**src/rtl/store_write_buffer.sv**
```systemverilog
// Posted-store FIFO between the byte-enable generator and the data memory port.
// Optional tail-merge of same-word stores: define STORE_WRITE_BUFFER_COALESCE_EN.
module store_write_buffer #(
  parameter int DEPTH = 4,
  parameter int CNT_W = $clog2(DEPTH) + 1
) (
  input  logic             i_clk,
  input  logic             i_rst_n,
  input  logic             i_store_valid,
  input  logic [31:0]      i_store_addr,
  input  logic [31:0]      i_store_data,
  input  logic [3:0]       i_byte_enable,
  output logic             o_store_ready,
  output logic             o_mem_valid,
  output logic [31:0]      o_mem_addr,
  output logic [31:0]      o_mem_wdata,
  output logic [3:0]       o_mem_be,
  input  logic             i_mem_ready,
  output logic             o_empty,
  output logic [CNT_W-1:0] o_count
);

  localparam int PW = $clog2(DEPTH);
  localparam logic [CNT_W-1:0] FULL = CNT_W'(DEPTH);

  logic [29:0]      addr_q [DEPTH];
  logic [31:0]      data_q [DEPTH];
  logic [3:0]       be_q   [DEPTH];
  logic [PW-1:0]    rd_ptr;
  logic [PW-1:0]    wr_ptr;
  logic [CNT_W-1:0] count_q;

  logic        has_data;
  logic        push;
  logic        pop;
  logic        merge_hit;
  logic [31:0] in_mask;
  logic        unused_ok;

  function automatic logic [31:0] lane_mask(input logic [3:0] be);
    return {{8{be[3]}}, {8{be[2]}}, {8{be[1]}}, {8{be[0]}}};
  endfunction

  assign unused_ok = ^i_store_addr[1:0];
  assign in_mask   = lane_mask(i_byte_enable);
  assign has_data  = count_q != '0;

`ifdef STORE_WRITE_BUFFER_COALESCE_EN
  logic [PW-1:0] tail_ptr;
  assign tail_ptr  = wr_ptr - PW'(1);
  // Tail is never the presented head once two or more entries are held.
  assign merge_hit = i_store_valid && (i_byte_enable != 4'b0000)
                  && (count_q >= CNT_W'(2))
                  && (addr_q[tail_ptr] == i_store_addr[31:2]);
`else
  assign merge_hit = 1'b0;
`endif

  assign o_store_ready = (count_q < FULL) || merge_hit;
  assign push = i_store_valid && o_store_ready
             && (i_byte_enable != 4'b0000) && !merge_hit;
  assign pop  = has_data && i_mem_ready;

  always_ff @(posedge i_clk) begin
    if (!i_rst_n) begin
      rd_ptr  <= '0;
      wr_ptr  <= '0;
      count_q <= '0;
    end else begin
      if (push) wr_ptr <= wr_ptr + PW'(1);
      if (pop)  rd_ptr <= rd_ptr + PW'(1);
      count_q <= count_q + CNT_W'(push) - CNT_W'(pop);
    end
  end

  always_ff @(posedge i_clk) begin
    if (push) begin
      addr_q[wr_ptr] <= i_store_addr[31:2];
      data_q[wr_ptr] <= i_store_data & in_mask;
      be_q[wr_ptr]   <= i_byte_enable;
    end
`ifdef STORE_WRITE_BUFFER_COALESCE_EN
    if (merge_hit) begin
      data_q[tail_ptr] <= (data_q[tail_ptr] & ~in_mask)
                        | (i_store_data & in_mask);
      be_q[tail_ptr]   <= be_q[tail_ptr] | i_byte_enable;
    end
`endif
  end

  assign o_mem_valid = has_data;
  assign o_empty     = !has_data;
  assign o_count     = count_q;
  assign o_mem_addr  = has_data ? {addr_q[rd_ptr], 2'b00} : '0;
  assign o_mem_wdata = has_data ? data_q[rd_ptr] : '0;
  assign o_mem_be    = has_data ? be_q[rd_ptr] : '0;

endmodule

```
**config.mk**
```make
export PLATFORM = sky130hd
export DESIGN_NAME = store_write_buffer
export DESIGN_NICKNAME = d
export VERILOG_FILES = /design/src/rtl/store_write_buffer.sv
export SDC_FILE = /design/constraint.sdc
export NUM_CORES = 1
export LEC_CHECK = 0
export BUFFER_PORTS_ARGS = -buffer_cell sky130_fd_sc_hd__buf_2
export CORE_AREA = 3 3 189 172
export CTS_BUF_LIST = sky130_fd_sc_hd__clkbuf_4 sky130_fd_sc_hd__clkbuf_8
export DETAILED_ROUTE_END_ITERATION = 6
export DIE_AREA = 0 0 192 175
export PLACE_DENSITY = 0.54
export SLEW_MARGIN = 20
export SYNTH_ARGS = -nofsm -noshare
export SYNTH_HDL_FRONTEND = slang
export SYNTH_SLANG_ARGS = --single-unit
```
**constraint.sdc**
```tcl
create_clock -name i_clk -period 5.6 [get_ports i_clk]
set_clock_uncertainty 0.2 [all_clocks]
set_input_delay 0.28 -clock i_clk [delete_from_list [all_inputs] [get_ports i_clk]]
set_output_delay 0.28 -clock i_clk [all_outputs]
set_load 0.01 [all_outputs]
```
==> results.cfg <==
[critical_path]
startpoint_type = flip-flop
r2r_end = o_count[2]
critPathArrivalTime_ns = 2.60
timing.rr.start = o_count[1]
reg2reg_depth = 10
crit_type = reg -> out
r2r_slack_ns = 2.53
crit_path_max_fanout = 25
crit_path_end_kind = output port
required_ns = 5.12

[logic_synthesis]
syn_inst = 506
synth_top_area_cell = edfxtp_1
synth-edff-count = 264
syn_area_per_cell_um2 = 21.1
ys_types = 23
synth_top_cell_area_share = 0.743
yosys_warnings = 0
syn_area_um2 = 10700
async_reset_ff_frac = 0
synth_flop_cell = edfxtp_1
ys_seq_area_frac = 0.760
ys_ff_latch = 273
synth_area_leaders = edfxtp_1 (74%), mux4_2 (14%), and2_1 (5.7%)

[layout]
regArea_um2 = 8120
diodes = 0
area_growth_pct = 26.1
multi_input_area_um2 = 2390
fillers = 2746
finalNetCount = 826
layout-drive-gt1-share = 0.387

[grt]
grt_start_max_net_pins = 71
overflow = 0
grt_pass1_wl_um = 34300
grt_usage = 0.134
antenna_found_initial = 0
grt_pass1_vias = 6122

[hold_path]
hold_depth = 3
holdPathEnd = wr_ptr[0]
hp-start = i_store_valid
worstHoldPathType = in -> reg

[floorplan]
rows = 61
die_w_um = 192
num_io_pins = 146
die_h_um = 175
initial_core_util = 0.347
core_um2 = 30800
dieArea_um2 = 33600

[sta]
final.period_utilization = 0.549
hold_viol = 0
tns_ns = 0
maxSlewViolCount = 0
worst_pin_slew_ns = 1.09
layout_min_cycle_time_ns = 3.08
rsz0062_at_grt = no
fin_hold_ws_ns = 0.0857
setup_violations = 0
slew-limit-headroom = 0.276
fmaxAchievable_mhz = 325

[clocking]
clock_sinks = 273
clkTransAtPathRegs_ns = 0.06
htreeDepth = 2
clockBufferDepth = 3
cts_tree = built
worstSkewPairLatency_ns = 0.53
clockRootBuffer = clkbuf_8
post_cts_buffers = 0
cts_buffers = 46

[power_and_ir_drop]
power_leakage_nw = 4.72
ir_worst_vdd_mv = 0.197
p_per_area_nw_per_um2 = 421

[routing]
ant_nets = 0
first_pass_iters = 4
vias_per_cell = 4.66
drt_iter0_drc = 210
via_count = 5541
drc_errors = 0
routed_wl_um = 22300
routedWlPerCell_um = 18.8

[placed_design]
gp_congestion = 0.699
place.port_buffers = 141
hpwl_um = 12000

[status]
status = complete, no violations

[job]
max_cap_violations = 0
-- logic make-up after synthesis --
| kind of cell | count (synthesis) | synth area share |
|---|---|---|
| DFF | 273 | 0.760 |
| and+or+nand+nor | 117 | 0.0686 |
| muxes | 68 | 0.141 |
| buffers and inverters | 34 | 0.0175 |
| adders and majority gates | 7 | 0.00891 |
| AOI/OAI and AO/OA | 4 | 0.00211 |
| xor gates and xnor gates | 2 | 0.00164 |
| other | 1 | 0.000351 |
-- state kept, by name, summed over array words and instances (netlist names), named ones only --
signal and flops:
data_q 128, addr_q 120, be_q 16, o_count 3, rd_ptr 2, wr_ptr 2
-- through the flow --
stage | cells | setup WS (ns) | instance area (um2) | total power [mW] | utilization
after floorplan | 507 | 2.67 | 10700 | 3.48 | -
after global placement | 1034 | 2.48 | 11800 | 3.99 | 0.383
after detailed placement | 1036 | 2.45 | 11800 | 4.03 | 0.384
after CTS | 1187 | 2.37 | 13400 | 5.79 | 0.436
after global routing | 1189 | 2.27 | 13500 | 5.99 | 0.438
final | 1189 | 2.52 | 13500 | 5.66 | 0.438
-- cell usage in the layout, fill, tap and decap left out, drive strengths merged --
master and n:
dlygate4sd3 70, edfxtp 264, ha 6, nand4b 1, clkinvlp 1, xnor2 2
bufinv 1, and2 106, or3 2, nand2 6, buf 148, a21boi 1
dfxtp 9, clkinv 12, fa 1, o21ai 3, mux4 66, inv 8
mux2i 2, clkbuf 67, and3 1, or4 1, conb 2
-- worst max-delay path by stage --
stage | from | end | slack, ns | cells past startpoint
6_report | flip-flop | o_mem_wdata[31] | 2.52 | 4
3_5_place_dp | o_count[1] | o_count[2] | 2.45 | 10
3_3_place_gp | o_count[1] | o_count[2] | 2.48 | 10
2_1_floorplan | o_count[2] | addr_q[0][0] | 2.67 | 4
4_1_cts | flip-flop | o_mem_wdata[31] | 2.37 | 4
5_1_grt | flip-flop | o_mem_wdata[31] | 2.27 | 4
-- per-layer routing --
metal | global-route usage | up-vias | wire [um]
li1 | - | 2488 | -
met3 | 0.0327 | 48 | 1390
met2 | 0.230 | 157 | 10900
met4 | 0.0385 | 0 | 498
met1 | 0.171 | 2848 | 9540
met5 | 0 | - | 0
-- where the power goes --
| part | total, mW | internal, mW | switching [mW] |
|---|---|---|---|
| Combinational | 1.42 | 0.697 | 0.727 |
| Sequential | 2.55 | 2.45 | 0.100 |
| Clock | 1.69 | 0.956 | 0.736 |
-- timing repair --
action	CTS	global route
hold buffers	70	0
endpoints found under the hold margin	273	0
setup endpoints to repair	0	0
resized for setup	0	0
-- cells in the mapped netlist (3+ instances only) --
library cell    n
o21ai_0         3
nand2_1         6
and2_1         97
buf_6           5
ha_1            6
buf_4           3
buf_2           7
and2_2          9
clkbuf_1       10
inv_1           8
edfxtp_1      264
dfxtp_1         9
mux4_2         66
-- critical path, stage by stage, from the launching register on --
cell,delay [ns]
dfxtp_4,0.59
buf_4,0.54
mux4_2,0.56
and2_1,0.21
buf_2,0.16
-- layout make-up --
cell class              instances  share of cell area
well taps                     409              0.0380
clock buffers                  67              0.0592
multi-input cells             200               0.178
inverters                       8             0.00223
clock inverters                14             0.00679
repair buffers                218               0.113
flip-flops and latches        273               0.603
Power figures use the tool's default switching activity.
